### src/rtl/system_unit.sv
// Execute-stage SYSTEM unit: owns the 64-bit cycle/time/instret counters, answers
// counter-half reads through a one-entry result buffer and pulses traps for SCALL/SBREAK.
module system_unit #(
    parameter int          DATA_SIZE  = 32,
    parameter int          TIME_DIV   = 4,
    parameter logic [63:0] CYCLE_INIT = 64'h0
) (
    input  logic                 clk,
    input  logic                 rst,
    input  logic                 issue_valid,
    output logic                 issue_ready,
    input  logic [2:0]           sysop,
    input  logic [4:0]           issue_rd,
    input  logic                 retire,
    input  logic                 flush,
    output logic                 result_valid,
    input  logic                 result_ready,
    output logic [DATA_SIZE-1:0] result_data,
    output logic [4:0]           result_rd,
    output logic                 trap_valid,
    output logic                 trap_cause
);

    typedef enum logic [2:0] {
        SYS_RDCYCLE    = 3'd0,
        SYS_RDCYCLEH   = 3'd1,
        SYS_RDTIME     = 3'd2,
        SYS_RDTIMEH    = 3'd3,
        SYS_RDINSTRET  = 3'd4,
        SYS_RDINSTRETH = 3'd5,
        SYS_SCALL      = 3'd6,
        SYS_SBREAK     = 3'd7
    } t_sysop;

    typedef enum logic {
        BUF_EMPTY = 1'b0,
        BUF_FULL  = 1'b1
    } t_buf_state;

    // A one-cycle-per-tick divider still needs a 1-bit register to stay legal.
    localparam int                PS_W    = (TIME_DIV > 1) ? $clog2(TIME_DIV) : 1;
    localparam logic [PS_W-1:0]   PS_LAST = PS_W'(TIME_DIV - 1);

    logic [63:0]   cycle_cnt;
    logic [63:0]   time_cnt;
    logic [63:0]   instret_cnt;
    logic [PS_W-1:0] prescale;
    logic          time_tick;

    t_sysop        op;
    t_buf_state    buf_state;
    logic          accept;
    logic          is_trap;
    logic          is_read;
    logic [63:0]   sel_counter;
    logic [31:0]   read_half;

    assign op          = t_sysop'(sysop);
    assign issue_ready = !result_valid || result_ready;
    assign accept      = issue_valid && issue_ready;
    assign is_trap     = (op == SYS_SCALL) || (op == SYS_SBREAK);
    assign is_read     = !is_trap;
    assign time_tick   = (prescale == PS_LAST);

    // Counters free-run regardless of issue, back-pressure or flush.
    always_ff @(posedge clk or posedge rst) begin
        if (rst) begin
            cycle_cnt   <= CYCLE_INIT;
            time_cnt    <= 64'd0;
            instret_cnt <= 64'd0;
            prescale    <= '0;
        end else begin
            cycle_cnt <= cycle_cnt + 64'd1;
            if (time_tick) begin
                time_cnt <= time_cnt + 64'd1;
                prescale <= '0;
            end else begin
                prescale <= prescale + PS_W'(1);
            end
            if (retire) begin
                instret_cnt <= instret_cnt + 64'd1;
            end
        end
    end

    always_comb begin
        sel_counter = cycle_cnt;
        case (op)
            SYS_RDCYCLE, SYS_RDCYCLEH:     sel_counter = cycle_cnt;
            SYS_RDTIME, SYS_RDTIMEH:       sel_counter = time_cnt;
            SYS_RDINSTRET, SYS_RDINSTRETH: sel_counter = instret_cnt;
            default:                       sel_counter = cycle_cnt;
        endcase
        read_half = sysop[0] ? sel_counter[63:32] : sel_counter[31:0];
    end

    // Result buffer and trap pulse; flush wins over anything accepted alongside it.
    always_ff @(posedge clk or posedge rst) begin
        if (rst) begin
            buf_state    <= BUF_EMPTY;
            result_valid <= 1'b0;
            result_data  <= '0;
            result_rd    <= 5'd0;
            trap_valid   <= 1'b0;
            trap_cause   <= 1'b0;
        end else if (flush) begin
            buf_state    <= BUF_EMPTY;
            result_valid <= 1'b0;
            trap_valid   <= 1'b0;
        end else begin
            trap_valid <= accept && is_trap;
            if (accept && is_trap) begin
                trap_cause <= (op == SYS_SBREAK);
            end
            if (accept && is_read) begin
                buf_state    <= BUF_FULL;
                result_valid <= 1'b1;
                result_data  <= DATA_SIZE'(read_half);
                result_rd    <= issue_rd;
            end else if (buf_state == BUF_FULL && result_ready) begin
                buf_state    <= BUF_EMPTY;
                result_valid <= 1'b0;
            end
        end
    end

endmodule

### config.mk
export PLATFORM = sky130hd
export DESIGN_NAME = system_unit
export DESIGN_NICKNAME = d
export VERILOG_FILES = /design/src/rtl/system_unit.sv
export SDC_FILE = /design/constraint.sdc
export NUM_CORES = 1
export LEC_CHECK = 0
export ABC_AREA = 0
export BUFFER_PORTS_ARGS = -buffer_cell sky130_fd_sc_hd__buf_2
export CORE_ASPECT_RATIO = 1.4
export CORE_MARGIN = 5
export CORE_UTILIZATION = 45
export CTS_BUF_LIST = sky130_fd_sc_hd__clkbuf_4 sky130_fd_sc_hd__clkbuf_8 sky130_fd_sc_hd__clkbuf_16
export CTS_CLUSTER_SIZE = 40
export DETAILED_ROUTE_END_ITERATION = 12
export GPL_ROUTABILITY_DRIVEN = 1
export HOLD_SLACK_MARGIN = 0.15
export PLACE_DENSITY_LB_ADDON = 0.15
export RECOVER_POWER = 100
export SYNTH_ARGS = -nofsm -noshare
export SYNTH_HDL_FRONTEND = slang
export SYNTH_SLANG_ARGS = --single-unit
### constraint.sdc
create_clock -name clk -period 10.9 [get_ports clk]
set_clock_uncertainty 0.05 [all_clocks]
set_input_delay 1.635 -clock clk [delete_from_list [all_inputs] [get_ports clk]]
set_output_delay 1.635 -clock clk [all_outputs]
set_load 0.005 [all_outputs]
==> flow_summary.ini <==
[timing]
finalCritPeriodShare_pct = 51.2
fin_crit_ns = 5.58
timing.fmax_mhz = 179
hold_slack_ns = 0.377
rsz0062_at_grt = false
drv_slew = 275
hold_viol_final = 0
setup_tns_ns = 0
relSlewSlack_pct = -205
setup_viol = 0
tightestPinTransition_ns = 4.55

[outcome]
status = finished with violations
violations = capacitance limit, slew limit

[setup_path]
cp_slowest_cell = clkbuf_1
worstPathRequired_ns = 11.27
reg2reg_from = time_cnt[0]
crit_arrival_ns = 5.96
cp-start-kind = primary input
crit_chain = clkbuf_1, clkbuf_1, a221oi_1, a211oi_1, a21oi_1, a21oi_1
critPathLaunch = sysop[0]
path_class = in2reg
crit_path_max_fanout = 56
reg2reg_depth = 6
cp_slowest_stage_delay_ns = 1.68
cp-end-kind = flip-flop
rr_endpoint = time_cnt[48]
ff2ff_setup_slack_ns = 6.91
crit_end = result_data[24]

[detailed_routing]
antenna_left = 0
drc = 0
dr_total_vias = 8899
firstDrtPassIters = 5
avgRoutedWirePerCell_um = 20.1
wirelength_mm = 30.9
via_per_inst = 5.78
drtIter0Drc = 631

[layout]
final_area_um2 = 13200
utilization_pct = 50.8
drive_gt1_share_pct = 10.4
final_cell_mix = dfrtp_1 (234), nor2_1 (101), xnor2_1 (98), xor2_1 (89), nand2_1 (71)
antenna_cells = 0
syn2layout_area_growth_pct = 12.1
n_fill_cell = 2396
nNetsFinal = 1218
layout_commonest_cell = dfrtp_1

[floorplanning]
die_area_um2 = 29500
die_w_um = 147
std_cell_rows = 70
core-area_um2 = 25900
start_util_pct = 45.3
ioPinCount = 55
die_h_um = 201

[logic_synthesis]
syn-num-nets = 1179
ys_seq_area_share_pct = 49.9
syn_area_um2 = 11700
synthCells = 1158
ys_seq_elements = 234
yosysWarnings = 0
synth_cell_types = 43
avgSynthCellArea_um2 = 10.1

[clock_tree]
clock-root-buffer = clkbuf_16
cts_hold_buf = 0
clock-sinks = 234
h-tree-depth = 1
clk_latency_ns = 0.53
cts_buffer_depth = 3
cts_resized = 0
post_cts_buffers = 0
numCtsBuffers = 24
clkTransAtPathRegs_ns = 0.06
cts_tree = done

[global_routing]
grt_usage_pct = 21.0
grt_pass1_wl_mm = 50.1
grt_max_degree = 103
overflow = 0
antenna_found_initial = 0
grt_pass1_vias = 8817

[flow_run]
cap_violations = 4

[place]
place_congestion = 0.929
placed_area_um2 = 12300
hpwl_mm = 22.1
portBuffers = 54

[power_and_ir_drop]
finalPower_mw = 2.06
power_leakage_nw = 5.67
peakVddDrop_mv = 0.101
power.density_nw_per_um2 = 157

[worst_hold_path]
hp-start = prescale[0]
min_path_type = reg2reg
-- synth_stat cells --
cell type    n  area (um^2)
buf_6        1         11.3
a211oi_1    32          240
nand3b_1     3         22.5
nor3_1      50          250
and2_0       1         6.26
clkbuf_1    40          150
nor3_2       1         10.0
nor3b_1      1         7.51
or3_4        1         11.3
or2_2        5         31.3
dfrtp_1    234         5860
inv_1       37          139
xor2_1      89          780
and4_1       9         78.8
or3b_2       1         8.76
nor4_1      22          138
or2_1        1         6.26
o22ai_1      1         6.26
nor4_4       2         42.5
nor2_1     102          383
or4_1        9         67.6
nand4bb_1    1         11.3
nand4_1     65          407
and2_1       3         18.8
and4_2       1         10.0
nand4_2      1         12.5
o21ai_0      3         15.0
xnor2_2      1         16.3
ha_1         7         87.6
a221oi_1    32          280
and3_1      17          106
nand4b_1     2         17.5
nor4_2       1         12.5
mux2_2      37          417
a21oi_1     64          320
a22oi_1     32          240
nand2_1     71          267
or3_1        6         37.5
nand3_1     61          305
xnor2_1     98          858
nand2b_1     2         12.5
buf_1        8         30.0
buf_2        3         15.0
-- worst min path at each step --
stage / to / slack, ns / depth (start not counted)
5_1_grt: prescale[0] / 0.39 / 1
3_3_place_gp: prescale[0] / 0.36 / 1
3_5_place_dp: prescale[0] / 0.37 / 1
4_1_cts: prescale[0] / 0.38 / 1
6_report: prescale[0] / 0.38 / 1
2_1_floorplan: prescale[0] / 0.35 / 1
-- kinds of logic after synthesis --
group	share of synthesized area, %
buffers and inverters	2.94
AOI/OAI and AO/OA	9.39
muxes	3.55
DFF	49.9
and+or+nand+nor	19.4
xor gates and xnor gates	14.1
adders and majority gates	0.746
-- worst max-delay path: cells and delay by family --
kind | cells | cell delay [ns]
AOI/OAI and AO/OA | 4 | 0.94
buffers and inverters | 2 | 3.34
-- state kept, by name, indices dropped and copies added, names as in the netlist --
| register | cells |
|---|---|
| buf_state | 1 |
| cycle_cnt | 64 |
| instret_cnt | 64 |
| prescale | 2 |
| result_data | 32 |
| result_rd | 5 |
| time_cnt | 64 |
| trap_cause | 1 |
| trap_valid | 1 |
-- metrics by stage --
| stage | cells | setup slack (ns) |
|---|---|---|
| 3_5_place_dp | 1495 | 7.05 |
| 3_3_place_gp | 1495 | 7.09 |
| 6_report | 1539 | 5.32 |
| 2_1_floorplan | 1158 | 2.80 |
| 4_1_cts | 1539 | 7.18 |
| 5_1_grt | 1539 | 4.95 |
-- power breakdown --
part | total (mW) | internal (mW) | leakage, nW | switching (mW)
Clock | 0.971 | 0.615 | 0.461 | 0.356
Sequential | 0.945 | 0.908 | 3.10 | 0.0362
Combinational | 0.148 | 0.0568 | 2.11 | 0.0915
-- final cells by class --
class	instances	area, um^2	share of cell area, %
Clock buffer	30	688	5.23
Clock inverter	14	262	1.99
Inverter	37	140	1.07
Multi-Input combinational cell	835	5510	41.9
Sequential cell	234	5860	44.5
Tap cell	324	405	3.08
Timing Repair Buffer	65	299	2.27
-- per-layer routing --
layer | share of wire (%) | up-vias | track usage, % | wire [um]
li1 | - | 4245 | - | -
met1 | 43 | 4384 | 27.3 | 13200
met2 | 51 | 217 | 36.4 | 15600
met3 | 3.9 | 53 | 2.64 | 1200
met4 | 3.0 | 0 | 7.03 | 931
met5 | 0 | - | 0 | 0
Power figures use the tool's default switching activity.
